`src/rtl/alu_muldiv_seq.sv`:
```
// Execute unit: single-cycle base integer ALU plus iterative radix-2 multiply/divide (RV32M/RV64M).
// Valid/ready handshake on both sides; special-case M ops complete in a single cycle.
module alu_muldiv_seq #(
  parameter int unsigned XLEN  = 32,
  parameter int unsigned TAG_W = 5
) (
  input  logic             clk,
  input  logic             rst,
  input  logic             in_valid,
  output logic             in_ready,
  input  logic [4:0]       in_op,
  input  logic [XLEN-1:0]  in_a,
  input  logic [XLEN-1:0]  in_b,
  input  logic [TAG_W-1:0] in_tag,
  output logic             out_valid,
  input  logic             out_ready,
  output logic [XLEN-1:0]  out_result,
  output logic             out_zero,
  output logic [TAG_W-1:0] out_tag,
  output logic             busy
);

  localparam int unsigned ShW  = $clog2(XLEN);
  localparam int unsigned CntW = ShW;
  localparam logic [XLEN-1:0] MinVal = {1'b1, {(XLEN-1){1'b0}}};

  localparam logic [4:0] OpAdd  = 5'b00000;
  localparam logic [4:0] OpSub  = 5'b00001;
  localparam logic [4:0] OpAnd  = 5'b00010;
  localparam logic [4:0] OpOr   = 5'b00011;
  localparam logic [4:0] OpXor  = 5'b00100;
  localparam logic [4:0] OpSll  = 5'b00101;
  localparam logic [4:0] OpSrl  = 5'b00110;
  localparam logic [4:0] OpSra  = 5'b00111;
  localparam logic [4:0] OpSlt  = 5'b01000;
  localparam logic [4:0] OpSltu = 5'b01001;
  localparam logic [4:0] OpDiv  = 5'b10100;
  localparam logic [4:0] OpDivu = 5'b10101;
  localparam logic [4:0] OpRem  = 5'b10110;
  localparam logic [4:0] OpRemu = 5'b10111;

  typedef enum logic [1:0] {StIdle, StBusy, StDone} state_e;

  state_e state_q, state_d;

  logic [XLEN:0]     hi_q, hi_d;
  logic [XLEN-1:0]   lo_q, lo_d;
  logic [XLEN-1:0]   opd_q, opd_d;
  logic [4:0]        op_q, op_d;
  logic              neg_quo_q, neg_quo_d;
  logic              neg_rem_q, neg_rem_d;
  logic [CntW-1:0]   cnt_q, cnt_d;
  logic [XLEN-1:0]   res_q, res_d;
  logic [TAG_W-1:0]  tag_q, tag_d;

  logic              accept;
  logic              is_mul, is_div, div_signed, b_zero, div_ovf, special, slow;
  logic              a_sgn, b_sgn;
  logic [XLEN-1:0]   a_mag, b_mag;
  logic [ShW-1:0]    shamt;
  logic [XLEN-1:0]   fast_res;
  logic              last;

  logic [XLEN:0]     mul_sum, div_shift, div_diff;
  logic              div_ge;
  logic [XLEN:0]     step_hi;
  logic [XLEN-1:0]   step_lo;
  logic [2*XLEN-1:0] prod, prod_s;
  logic [XLEN-1:0]   quo, rem, fin_res;

  // ---------------------------------------------------------------------------
  // Input decode
  // ---------------------------------------------------------------------------
  assign accept     = in_valid && in_ready;
  assign is_mul     = (in_op[4:2] == 3'b100);
  assign is_div     = (in_op[4:2] == 3'b101);
  assign div_signed = ~in_op[0];
  assign b_zero     = (in_b == '0);
  assign div_ovf    = div_signed && (in_a == MinVal) && (in_b == '1);
  assign special    = is_div && (b_zero || div_ovf);
  assign slow       = (is_mul || is_div) && !special;
  assign shamt      = in_b[ShW-1:0];

  // Operand signedness: MULH signs both, MULHSU only A, MUL/MULHU neither.
  assign a_sgn = in_a[XLEN-1] &&
                 ((is_mul && (in_op[1:0] == 2'b01 || in_op[1:0] == 2'b10)) ||
                  (is_div && div_signed));
  assign b_sgn = in_b[XLEN-1] &&
                 ((is_mul && in_op[1:0] == 2'b01) || (is_div && div_signed));
  assign a_mag = a_sgn ? (~in_a + 1'b1) : in_a;
  assign b_mag = b_sgn ? (~in_b + 1'b1) : in_b;

  always_comb begin
    fast_res = '0;
    case (in_op)
      OpAdd:  fast_res = in_a + in_b;
      OpSub:  fast_res = in_a - in_b;
      OpAnd:  fast_res = in_a & in_b;
      OpOr:   fast_res = in_a | in_b;
      OpXor:  fast_res = in_a ^ in_b;
      OpSll:  fast_res = in_a << shamt;
      OpSrl:  fast_res = in_a >> shamt;
      OpSra:  fast_res = $unsigned($signed(in_a) >>> shamt);
      OpSlt:  fast_res[0] = ($signed(in_a) < $signed(in_b));
      OpSltu: fast_res[0] = (in_a < in_b);
      OpDiv, OpDivu: fast_res = b_zero ? '1 : in_a;
      OpRem, OpRemu: fast_res = b_zero ? in_a : '0;
      default: fast_res = '0;
    endcase
  end

  // ---------------------------------------------------------------------------
  // Iterative datapath: shift-add multiply / restoring divide on magnitudes
  // ---------------------------------------------------------------------------
  always_comb begin
    mul_sum   = lo_q[0] ? (hi_q + {1'b0, opd_q}) : hi_q;
    div_shift = {hi_q[XLEN-1:0], lo_q[XLEN-1]};
    div_diff  = div_shift - {1'b0, opd_q};
    div_ge    = (div_shift >= {1'b0, opd_q});
    if (!op_q[2]) begin
      step_hi = {1'b0, mul_sum[XLEN:1]};
      step_lo = {mul_sum[0], lo_q[XLEN-1:1]};
    end else begin
      step_hi = div_ge ? div_diff : div_shift;
      step_lo = {lo_q[XLEN-2:0], div_ge};
    end
  end

  assign last = (cnt_q == CntW'(XLEN - 1));

  always_comb begin
    prod   = {step_hi[XLEN-1:0], step_lo};
    prod_s = neg_quo_q ? (~prod + 1'b1) : prod;
    quo    = neg_quo_q ? (~step_lo + 1'b1) : step_lo;
    rem    = neg_rem_q ? (~step_hi[XLEN-1:0] + 1'b1) : step_hi[XLEN-1:0];
    case (op_q[2:0])
      3'b000:                 fin_res = prod_s[XLEN-1:0];
      3'b001, 3'b010, 3'b011: fin_res = prod_s[2*XLEN-1:XLEN];
      3'b100, 3'b101:         fin_res = quo;
      default:                fin_res = rem;
    endcase
  end

  always_comb begin
    hi_d      = hi_q;
    lo_d      = lo_q;
    opd_d     = opd_q;
    op_d      = op_q;
    neg_quo_d = neg_quo_q;
    neg_rem_d = neg_rem_q;
    cnt_d     = cnt_q;
    if (accept && slow) begin
      hi_d      = '0;
      lo_d      = is_mul ? b_mag : a_mag;
      opd_d     = is_mul ? a_mag : b_mag;
      op_d      = in_op;
      neg_quo_d = a_sgn ^ b_sgn;
      neg_rem_d = a_sgn;
      cnt_d     = '0;
    end else if (state_q == StBusy) begin
      hi_d = step_hi;
      lo_d = step_lo;
      if (!last) cnt_d = cnt_q + 1'b1;
    end
  end

  always_comb begin
    res_d = res_q;
    tag_d = tag_q;
    if (accept) begin
      tag_d = in_tag;
      if (!slow) res_d = fast_res;
    end else if (state_q == StBusy && last) begin
      res_d = fin_res;
    end
  end

  // ---------------------------------------------------------------------------
  // FSM: state register / next state / outputs
  // ---------------------------------------------------------------------------
  always_ff @(posedge clk) begin
    if (rst) state_q <= StIdle;
    else     state_q <= state_d;
  end

  always_comb begin
    state_d = state_q;
    case (state_q)
      StIdle: if (accept) state_d = slow ? StBusy : StDone;
      StBusy: if (last) state_d = StDone;
      StDone: begin
        if (out_ready) begin
          if (accept) state_d = slow ? StBusy : StDone;
          else        state_d = StIdle;
        end
      end
      default: state_d = StIdle;
    endcase
  end

  always_comb begin
    in_ready  = (state_q == StIdle) || ((state_q == StDone) && out_ready);
    out_valid = (state_q == StDone);
    busy      = (state_q == StBusy);
  end

  always_ff @(posedge clk) begin
    if (rst) begin
      hi_q      <= '0;
      lo_q      <= '0;
      opd_q     <= '0;
      op_q      <= '0;
      neg_quo_q <= 1'b0;
      neg_rem_q <= 1'b0;
      cnt_q     <= '0;
      res_q     <= '0;
      tag_q     <= '0;
    end else begin
      hi_q      <= hi_d;
      lo_q      <= lo_d;
      opd_q     <= opd_d;
      op_q      <= op_d;
      neg_quo_q <= neg_quo_d;
      neg_rem_q <= neg_rem_d;
      cnt_q     <= cnt_d;
      res_q     <= res_d;
      tag_q     <= tag_d;
    end
  end

  assign out_result = res_q;
  assign out_zero   = (res_q == '0);
  assign out_tag    = tag_q;

endmodule

```
`config.mk`:
```
export PLATFORM = sky130hd
export DESIGN_NAME = alu_muldiv_seq
export DESIGN_NICKNAME = d
export VERILOG_FILES = /design/src/rtl/alu_muldiv_seq.sv
export SDC_FILE = /design/constraint.sdc
export NUM_CORES = 1
export LEC_CHECK = 0
export CAP_MARGIN = 5
export CELL_PAD_IN_SITES_DETAIL_PLACEMENT = 0
export CELL_PAD_IN_SITES_GLOBAL_PLACEMENT = 1
export CORE_MARGIN = 8
export CORE_UTILIZATION = 26
export DETAILED_ROUTE_END_ITERATION = 16
export PLACE_DENSITY = 0.52
export SLEW_MARGIN = 20
export SYNTH_ARGS = -nofsm -noshare
export SYNTH_HDL_FRONTEND = slang
export SYNTH_SLANG_ARGS = --single-unit
```
`constraint.sdc`:
```
create_clock -name clk -period 17.3 [get_ports clk]
set_input_delay 3.46 -clock clk [delete_from_list [all_inputs] [get_ports clk]]
set_output_delay 3.46 -clock clk [all_outputs]
set_load 0.01 [all_outputs]
```
== After elaboration in Yosys (flattened, before gate mapping) ==
Cells that the tools add are included.
Cells by class
  add/subtract/negate cells: 10
  magnitude comparators: 3
  eq/ne operators: 31
  shifts and indexed selects: 3
  muxes and demuxes: 27
  bitwise logic cells: 11
  reduce and logical (&&, ||, !) cells: 35
Operators by type and width (count)
  32-bit two-way mux: 14
  31-bit one-hot mux with 10 select lines: 1
  32-bit by 1-bit adder with 32-bit output, second input constant: 4
  32-bit NOT: 4
  33-bit two-way mux: 3
  32-bit one-hot mux with 3 select lines: 1
  64-bit by 1-bit adder with 64-bit output, second input constant: 1
  32-bit equality test, second input constant: 2
  32-bit zero test: 2
  32-bit < comparator: 2
  64-bit two-way mux: 1
  64-bit NOT: 1
  33-bit by 32-bit adder with 33-bit output: 1
  33-bit by 32-bit greater-or-equal comparator with 1-bit output: 1
  33-bit by 32-bit subtractor with 33-bit output: 1
  32-bit adder: 1
  32-bit bitwise AND: 1
  32-bit bitwise OR: 1
  32-bit by 5-bit << shifter with 32-bit output: 1
  32-bit by 5-bit >> shifter with 32-bit output: 1
  32-bit by 5-bit >>> shifter with 32-bit output: 1
  32-bit subtractor: 1
  32-bit bitwise XOR: 1
  5-bit equality test, second input constant: 5
  other kinds (28): 68
Word-level totals
  register bits after elaboration: 146
  input bits: 78
  output and inout bits: 41
  logic and storage cells: 130

== Depth between registers and ports, before layout ==
  word-level depth: 11
  gate-level depth with buffers: 26
  gate-level depth less buffers: 24

== Worst setup path before layout ==
OpenSTA, ideal clock, no wires.
  path type: input to register
  start point: input port in_b[2]
  end point: register res_q[27], in the netlist out_result[27]
  library setup time: 0.124 ns
  arrival time: 7.869 ns
  data required time: 17.176 ns
  setup slack: 9.307 ns
  stages: 19
  buffers on the path: 4
  cells stage by stage: clkbuf_1 > inv_2 > buf_1 > buf_1 > clkbuf_1 > ha_1 > o21ai_0 > o21bai_1 > or3_1 > a31oi_1 > o2bb2ai_1 > o31a_1 > o21ai_0 > a21oi_1 > o21ai_0 > a22o_1 > o21ai_0 > a31oi_1 > a2111o_1
Between the ends
  longest elaborated chain between the ends: 8
  elaborated cells between the ends (all ways): 19
  those cells by class: add/sub: 2; eq/ne: 2; shift: 3; mux: 5; reduce/logical: 7
RTL lines
  from (decl): RTL line 13  | input logic [XLEN-1:0] in_b,
  parallel branches: the longest is 8 deep, another holds 32-bit subtractor
  to (signal assigned): RTL line 226  | res_q <= res_d;
  to (decl): RTL line 53  | logic [XLEN-1:0] res_q, res_d;
Several ways; the timed one is not identified. The select of a mux whose other input is x is not followed.
A chain may end at the register's enable or synchronous reset.

== Final worst setup path ==
  start point: input port in_b[1]
  end point: register lo_q[2]
Between the ends
  longest elaborated chain between the ends: 8
  elaborated cells between the ends (all ways): 14
  those cells by class: add/sub: 1; eq/ne: 1; mux: 3; bitwise: 1; reduce/logical: 8
RTL lines
  parallel branches: the longest is 8 deep, another holds 32-bit by 1-bit adder with 32-bit output
  to (signal assigned): RTL line 220  | lo_q <= lo_d;
  to (decl): RTL line 47  | logic [XLEN-1:0] lo_q, lo_d;
Several ways; the timed one is not identified.

==> impl_metrics.json <==
{
  "holdBufCountCts": 0,
  "cts_sinks": 146,
  "min_period_ps": 8668,
  "core.rowCount": 110,
  "grt_pass1_wl_um": 188800,
  "synthDistinctLibCells": 101,
  "skew_ps": 21.66,
  "post_cts.repair.setup_buffers": 0,
  "vias": 27371,
  "reg2reg_slack_ps": 10040,
  "grt_pass1_vias": 26341,
  "cp_max_fo": 58,
  "synth-seq-cells": 146,
  "clkTransAtPathRegs_ps": 70,
  "drive_gt1_share_pct": 6.200,
  "grt_usage_pct": 25.24,
  "drt_iter0_drc": 2724,
  "rsz0062_at_grt": "no",
  "synthFlopType": "dfxtp_1",
  "max_freq_mhz": 115.4,
  "p_leak_uw": 0.01008,
  "cellPowerDensity_nw_per_um2": 57.58,
  "synth_area_um2": 23490,
  "nets": 3741,
  "antenna_left": 0,
  "critical_path_class": "in2reg",
  "cap_viol_max_count": 0,
  "internal_power_uw": 807.4,
  "post_cts_resize_count": 0,
  "clk_latency_ps": 470,
  "setup_slack_ps": 8632,
  "cts_tree": "built",
  "worstPathRequired_ps": 17640,
  "slew_headroom_pct": 29.70,
  "io_pins": 119,
  "avgRoutedWirePerCell_um": 27.96,
  "synth_nets": 3759,
  "vdd_drop_max_mv": 0.04755,
  "htreeDepth": 4,
  "synthCells": 3505,
  "worstSetupEndpointType": "flop",
  "final_max_slew_viol_count": 0,
  "die_w_um": 316.6,
  "io_buffers": 118,
  "dpl_worst_slack_ps": 8206,
  "initial_core_util_pct": 26.18,
  "dieArea_um2": 100200,
  "p_comb_share_pct": 50.1,
  "period_share_pct": 50.11,
  "numCtsBuffers": 17,
  "routabilityCongestion": 1.018,
  "status": "complete, no violations",
  "switchingPower_uw": 717.5,
  "synth.avg_cell_area_um2": 6.702,
  "grt_overflow": 0,
  "dr.pass1.iters": 6,
  "async_reset_ff_share_pct": 0,
  "cts-root-buf": "clkbuf_16",
  "area_delta_synth_final_pct": 12.75,
  "hold_viol_final": 0,
  "core-area_um2": 89740,
  "p_sw_share_pct": 47.05,
  "drc_errors": 0,
  "hold_class": "reg2reg",
  "via_per_inst": 5.851,
  "routed_wl_um": 130800,
  "antenna_found_initial": 2,
  "yosysSeqAreaShare_pct": 12.44,
  "worst_ep_arrival_time_ps": 9010,
  "setup_viol": 0,
  "synth-edff-count": 0,
  "power_frac_seq_pct": 24.5,
  "grt_max_degree": 80,
  "ys_warn_count": 0,
  "hpwl_um": 104800,
  "fin_setup_tns_ps": 0,
  "fp.dieH_um": 316.6,
  "worst_pin_slew_ps": 1043,
  "clkPwrFrac_pct": 25.3,
  "clk_path_buf_depth": 2,
  "startpoint_type": "primary input"
}
[state kept, by name (all words and copies together) (netlist names)]
| signal | count |
|---|---|
| state_q | 2 |
| neg_rem_q | 1 |
| cnt_q | 5 |
| neg_quo_q | 1 |
| op_q | 3 |
| hi_q | 33 |
| opd_q | 32 |
| lo_q | 32 |
| out_result | 32 |
| out_tag | 5 |
[metrics by stage]
stage	util [%]	hold WS, ps	total power (uW)	cells	area [um2]
2_1_floorplan	-	443.7	844.0	3505	23490
3_3_place_gp	28.86	443.8	1141	4644	25890
3_5_place_dp	28.86	450.1	1131	4644	25890
4_1_cts	29.51	461.5	1522	4676	26480
5_1_grt	29.51	483.1	1601	4676	26480
6_report	29.51	460.3	1525	4678	26480
[cells in the mapped netlist (43+ instances only)]
cell / n / area [um2]
o211ai_1: 71 / 533.0
nand4_1: 43 / 269.0
a21oi_1: 378 / 1892
nand2_1: 441 / 1655
xnor2_1: 121 / 1060
nand3_1: 80 / 400.4
a211oi_1: 58 / 435.4
nor3_1: 81 / 405.4
dfxtp_1: 146 / 2923
o21ai_0: 260 / 1301
inv_1: 159 / 596.8
clkbuf_1: 202 / 758.2
nor2_1: 358 / 1344
xor2_1: 54 / 473.0
mux2i_1: 105 / 1051
ha_1: 172 / 2152
[metal layers]
layer	track usage [%]	up-vias	routed length, um
li1	-	12909	-
met5	0	-	14
met4	15.22	2	9149
met1	33.14	13126	56810
met3	2.293	237	7167
met2	39.96	1097	57640
[cells by family after synthesis]
family | count (synthesis) | share of synthesized area (%)
xor gates and xnor gates | 175 | 6.525
buffers and inverters | 411 | 6.696
muxes | 125 | 6.009
AOI/OAI and AO/OA | 1263 | 35.33
DFF | 146 | 12.44
adders and majority gates | 176 | 9.503
and+or+nand+nor | 1209 | 23.50
[critical path: stages]
cell and delay (ps):
clkdlybuf4s50_1 390, buf_4 250, inv_2 590, buf_4 510, ha_1 270, nand4_1 230, nor4_1 320, buf_4 200
nand2_1 130, nor2_1 250, a22oi_1 170, nand2b_1 260, nand3_2 260, buf_4 610, nand2_1 560, o221a_2 440
[cell type report]
class	instances	area, um2
Antenna cell	2	5.005
Multi-Input combinational cell	2948	19030
Inverter	165	619.3
Timing Repair Buffer	209	1844
Sequential cell	146	2928
Clock buffer	18	439.2
Clock inverter	14	143.9
Fill cell	10083	63250
Tap cell	1176	1471
[worst paths after layout]
check | start | to | cells past startpoint
setup / recovery | in_b[1] | lo_q[2]$_SDFFE_PP0P_ | 16
hold / removal | out_tag[0]$_SDFFE_PP0P_ | out_tag[0]$_SDFFE_PP0P_ | 2
setup reg to reg | opd_q[13]$_SDFFE_PP0P_ | out_result[28]$_SDFFE_PP0P_ | 19
hold reg to reg | out_tag[0]$_SDFFE_PP0P_ | out_tag[0]$_SDFFE_PP0P_ | 2
[power by group through the flow]
stage | clock network [uW] | logic (uW) | registers (uW)
6_report | 386 | 764 | 374
3_5_place_dp | 0 | 750 | 381
3_3_place_gp | 0 | 759 | 381
5_1_grt | 407 | 819 | 375
2_1_floorplan | 0 | 473 | 371
4_1_cts | 395 | 754 | 373
[cell usage in the layout, fill, tap and decap left out, types with 39 or more instances in the layout]
cell | netlist | routed
a21o_1 | 39 | 39
o21ai_0 | 260 | 260
mux2i_1 | 105 | 105
nand4_1 | 43 | 43
dfxtp_1 | 146 | 144
o211ai_1 | 71 | 71
a21oi_1 | 378 | 377
a211oi_1 | 58 | 58
o31ai_1 | 39 | 39
nor3_1 | 81 | 81
inv_1 | 159 | 158
nand2_1 | 441 | 440
clkdlybuf4s50_1 | 0 | 113
buf_4 | 1 | 93
ha_1 | 172 | 172
xor2_1 | 54 | 54
nor2_1 | 358 | 355
xnor2_1 | 121 | 121
nand3_1 | 80 | 79
Power figures use the tool's default switching activity.
